## config.mk

```make
export PLATFORM = sky130hd
export DESIGN_NAME = bus_snapshot_fifo
export DESIGN_NICKNAME = d
export VERILOG_FILES = /design/src/rtl/bus_snapshot_fifo.sv
export SDC_FILE = /design/constraint.sdc
export NUM_CORES = 1
export LEC_CHECK = 0
export CAP_MARGIN = 0
export CELL_PAD_IN_SITES_DETAIL_PLACEMENT = 0
export CELL_PAD_IN_SITES_GLOBAL_PLACEMENT = 1
export CORE_ASPECT_RATIO = 0.5
export CORE_MARGIN = 1.5
export CORE_UTILIZATION = 49
export CTS_BUF_LIST = sky130_fd_sc_hd__clkbuf_4 sky130_fd_sc_hd__clkbuf_8 sky130_fd_sc_hd__clkbuf_16
export CTS_CLUSTER_DIAMETER = 80
export DETAILED_ROUTE_END_ITERATION = 10
export DONT_BUFFER_PORTS = 1
export PLACE_DENSITY_LB_ADDON = 0.1
export SYNTH_ARGS = -nofsm -noshare
export SYNTH_HDL_FRONTEND = slang
export SYNTH_SLANG_ARGS = --single-unit
```

## constraint.sdc

```tcl
create_clock -name clk -period 1.69 [get_ports clk]
set_input_delay 0.2535 -clock clk [delete_from_list [all_inputs] [get_ports clk]]
set_output_delay 0.2535 -clock clk [all_outputs]
set_load 0.02 [all_outputs]
```

## src/rtl/bus_snapshot_fifo.sv

```systemverilog
// bus_snapshot_fifo
// Capture FIFO for the registered E/F/G/H bus stage. When the capture strobe is
// high on a rising edge, the four buses are stored as one packed entry
// {e, f, g, h}. A consumer reads the entries through a valid/ready handshake.
// If a capture arrives while the FIFO is full and nothing pops in that cycle,
// the capture is dropped. A drop sets a sticky overflow flag and increments a
// saturating drop counter.
//
// Optional feature macro: BUS_SNAPSHOT_PARITY_EN. When it is defined, each
// entry also stores even parity over its 45 data bits, and the stored parity of
// the head entry is driven on out_par.
//
// Ports
//   clk        clock; all state updates on the rising edge
//   rst_n      asynchronous active-low reset; clears all state and the array
//   cap        capture strobe
//   e/f/g/h    upstream buses, widths 1/4/8/32
//   out_valid  FIFO is non-empty; the head entry is on out_data
//   out_ready  consumer accepts the head entry
//   out_data   head entry {e, f, g, h}
//   count      number of stored entries, 0..2**ADDR_W
//   overflow   sticky flag: at least one capture was dropped
//   drop_cnt   number of dropped captures, saturating at 255
//   clr_ovf    synchronous clear of overflow and drop_cnt
//   out_par    stored even parity of the head entry (parity build only)
module bus_snapshot_fifo #(
    parameter int unsigned ADDR_W = 2
) (
    input  logic              clk,
    input  logic              rst_n,
    input  logic              cap,
    input  logic              e,
    input  logic [3:0]        f,
    input  logic [7:0]        g,
    input  logic [31:0]       h,
    output logic              out_valid,
    input  logic              out_ready,
    output logic [44:0]       out_data,
    output logic [ADDR_W:0]   count,
    output logic              overflow,
    output logic [7:0]        drop_cnt,
`ifdef BUS_SNAPSHOT_PARITY_EN
    input  logic              clr_ovf,
    output logic              out_par
`else
    input  logic              clr_ovf
`endif
);

    localparam int unsigned Depth = 2 ** ADDR_W;
    localparam logic [ADDR_W:0] DepthCnt = (ADDR_W + 1)'(Depth);
`ifdef BUS_SNAPSHOT_PARITY_EN
    localparam int unsigned EntW = 46;
`else
    localparam int unsigned EntW = 45;
`endif

    typedef enum logic [1:0] {StEmpty, StPartial, StFull} state_e;

    state_e              state_q, state_d;
    logic [EntW-1:0]     mem_q [Depth];
    logic [ADDR_W-1:0]   wr_ptr_q, rd_ptr_q;
    logic [ADDR_W:0]     count_q, count_d;
    logic                overflow_q, overflow_d;
    logic [7:0]          drop_cnt_q, drop_cnt_d;
    logic                full, push, pop, drop;
    logic [44:0]         wr_data;
    logic [EntW-1:0]     wr_entry;

    assign wr_data = {e, f, g, h};
`ifdef BUS_SNAPSHOT_PARITY_EN
    assign wr_entry = {^wr_data, wr_data};
`else
    assign wr_entry = wr_data;
`endif

    assign out_valid = (state_q != StEmpty);
    assign full      = (state_q == StFull);
    assign pop       = out_valid && out_ready;
    // A pop in the same cycle frees a slot, so a capture on a full FIFO still lands.
    assign push      = cap && (!full || pop);
    assign drop      = cap && full && !pop;

    always_comb begin
        count_d = count_q;
        if (push && !pop) begin
            count_d = count_q + 1'b1;
        end else if (pop && !push) begin
            count_d = count_q - 1'b1;
        end

        state_d = StPartial;
        if (count_d == '0) begin
            state_d = StEmpty;
        end else if (count_d == DepthCnt) begin
            state_d = StFull;
        end

        // The clear is applied first, so a drop in the same cycle is kept.
        overflow_d = clr_ovf ? 1'b0 : overflow_q;
        drop_cnt_d = clr_ovf ? 8'd0 : drop_cnt_q;
        if (drop) begin
            overflow_d = 1'b1;
            if (drop_cnt_d != 8'hFF) begin
                drop_cnt_d = drop_cnt_d + 8'd1;
            end
        end
    end

    always_ff @(posedge clk or negedge rst_n) begin
        if (!rst_n) begin
            state_q    <= StEmpty;
            wr_ptr_q   <= '0;
            rd_ptr_q   <= '0;
            count_q    <= '0;
            overflow_q <= 1'b0;
            drop_cnt_q <= 8'd0;
            for (int i = 0; i < Depth; i++) begin
                mem_q[i] <= '0;
            end
        end else begin
            state_q    <= state_d;
            count_q    <= count_d;
            overflow_q <= overflow_d;
            drop_cnt_q <= drop_cnt_d;
            if (push) begin
                mem_q[wr_ptr_q] <= wr_entry;
                wr_ptr_q        <= wr_ptr_q + 1'b1;
            end
            if (pop) begin
                rd_ptr_q <= rd_ptr_q + 1'b1;
            end
        end
    end

    assign out_data = mem_q[rd_ptr_q][44:0];
    assign count    = count_q;
    assign overflow = overflow_q;
    assign drop_cnt = drop_cnt_q;
`ifdef BUS_SNAPSHOT_PARITY_EN
    assign out_par  = mem_q[rd_ptr_q][45];
`endif

endmodule

```

==> out/results.tsv <==
metric	value	unit
failing checks	hold timing, setup timing	
die footprint	20700	um^2
Synth top area share	0.512	
Cells after Synth	538	
Slew Limit Fails	0	
RSZ-0062 raised after global routing	yes	
final worst setup slack	-0.345	ns
Cell Chain, Critical Path	buf_12 -> mux4_2	
clock skew after layout	0.0107	ns
wire per inst	21.4	um
CP startpoint kind	register	
ys flop type	dfrtp_1	
Syn Std Cell Area	9680	um^2
drc violations	0	
Inserted Clock Buffers	17	
Die W	202	um
CTS tree	yes	
static leakage	5.35	nW
Area Growth Syn to Fin	18.3	%
Die Span Y	102	um
routed wl met3	871	um
vias in the first global route	5280	
Synth area leader	dfrtp_1	
commonest non-fill, non-tap cell in the layout	dfrtp_1	
synth top area cells	dfrtp_1 51%, mux2_4 25%, mux4_2 10%	
Cell Pwr Density	2070	nW/um^2
Worst R2R Setup Slack	0.03	ns
sequential element share of the synthesized area	0.512	
Avg Inst Size Synth	18.0	um^2
clk_lat worst skew	0.44	ns
number of enable flip-flop cells after synthesis	0	
Hold Path Class	in2async	
Initial DRT Pass Iterations	4	
Clock transition at path regs	0.07	ns
fraction of registers with async set/reset	1.00	
fin area	11500	um^2
dpl cell area	10200	um^2
crit path capture type	primary output	
max_slew headroom	0.687	
Fin Hold WS	-0.486	ns
DR vias/cell	5.38	
# hold bufs at CTS	47	
Ports	108	
GPL Wtd Cong	0.753	
first-pass GRT wire length	31000	um
critical path class	reg2out	
Root Buffer	clkbuf_16	
CP max-delay cell	mux4_2	
Routed Wire Length	19400	um
worst vdd ir	0.823	mV
H-tree Lvls	4	
grt ovf	0	
num rows	36	
CP max FO	17	
Antenna diodes	0	
final hold viol count	198	
Distinct cells, synth	45	
layout cells sized above 1	0.533	
yosys warns	0	
initial DRC count	225	
most frequent cells in the layout	193 x dfrtp_1, 161 x mux2_4, 47 x dlygate4sd3_1, 45 x mux4_2, 32 x buf_4	
CP max stage delay	0.63	ns
CP arrival	1.78	ns
top sig layer	met5	
HPWL after DPL	12200	um
Sink Count	198	
Fillers	1464	
status	complete, but fails checks	
post-route clock period utilization	1.20	
pin count of the biggest net entering global routing	199	
IO Port Bufs	0	
all-layer global routing usage	0.199	
initial antenna violation count	1	
fin crit period	2.04	ns
Least-Margin Pin Slew	0.465	ns
vias post-DR	4887	
Post-Syn Nets	595	
final net count	687	
count of final setup violators	45	
maxcap violations	0	
worst-case clock buffer depth	2	
Routed Antenna Nets	0	
fmax	491	MHz
WL met1	9720	um
worst path required time	1.44	ns
Starting Density	0.499	
Core ar.	19400	um^2
WL met2	8600	um
post-synthesis register bit count	198	
## cell families (layout without fill, tap and decap cells)
group	Yosys count	after routing	share of synthesized area
AO/OA/AOI/OAI	14	14	0.0106
XOR/XNOR	8	8	0.00724
adder cells (fa/ha/maj)	7	7	0.00905
buffers and inverters	38	141	0.0441
flip-flops	198	198	0.512
multiplexers	231	231	0.383
AND/OR/NAND/NOR	42	43	0.0344
## critical path: cells and delay by family, from the launching register on
kind	cells	cell delay (ns)
flops	1	0.48
buf+inv	1	0.21
mux	1	0.63
## report_power, final
group          switching [mW]  internal [mW]
registers                1.30           7.09
clock network            1.83           2.40
logic                    4.69           6.38
total                    7.83           15.9
## worst paths after layout
| path | startpoint | to | depth (start not counted) |
|---|---|---|---|
| worst max register to register | state_q[0] | mem_q[47] | 5 |
| worst min register to register | mem_q[114] | mem_q[114] | 1 |
| max in group asynchronous | rst_n | drop_cnt[0] | 0 |
| min in group clk | cap | overflow | 2 |
| worst max-delay path | rd_ptr_q[0] | out_data[18] | 2 |
| worst min-delay path | rst_n | mem_q[68] | 0 |
## cell usage after synthesis (2+ instances only)
master and n:
buf_6 2, nand2_1 7, mux2_2 23, ha_1 7, nand4b_1 2, a21oi_1 3, o21ai_0 4, nand4_1 2
buf_1 3, mux4_2 45, mux2i_1 3, xnor2_1 7, buf_12 16, dfrtp_1 198, nor3b_1 2, buf_2 6
clkbuf_1 3, nand2_8 4, mux2_4 160, inv_1 6, o31a_1 2, nor4_1 2, nand2b_1 2, nor2_1 4
nor2b_1 5
## metrics by stage
stage                     power [mW]  worst slack (ns)  TNS, ns  cells   util
after floorplan                 17.2           -0.0595    -1.52    538      -
after global routing            24.9            -0.414   -16.91    908  0.590
after global placement          19.0            0.0330        0    825  0.527
after CTS                       23.7            -0.403   -16.19    905  0.584
final                           23.7            -0.345   -13.76    908  0.590
after detailed placement        19.2           0.00771        0    825  0.527
## layer usage
layer	track usage	vias to the layer above
li1	-	2178
met1	0.289	2623
met3	0.0587	15
met4	0.0603	2
met2	0.291	69
met5	0	-
## flip-flops by register name (all words and copies together) (netlist names)
name and flops:
mem_q 180, rd_ptr_q 2, wr_ptr_q 2, count 3
state_q 2, overflow 1, drop_cnt 8
## repair_timing
action | 4_1_cts | 5_1_grt
endpoints found under the hold margin | 386 | 198
cloned | 1 | 1
resized for setup | 2 | 19
setup buffers | 1 | 2
pin swaps | 2 | 6
endpoints found under the setup margin | 52 | 54
## layout make-up
class                   instances  area (um^2)  share of cell area
flip-flops and latches        198         4960               0.433
multi-input cells             303         4370               0.382
repair buffers                103         1150               0.101
clock buffers                  20          454              0.0397
well taps                     266          333              0.0291
clock inverters                11          148              0.0129
inverters                       7         26.3             0.00229
Power figures use the tool's default switching activity.
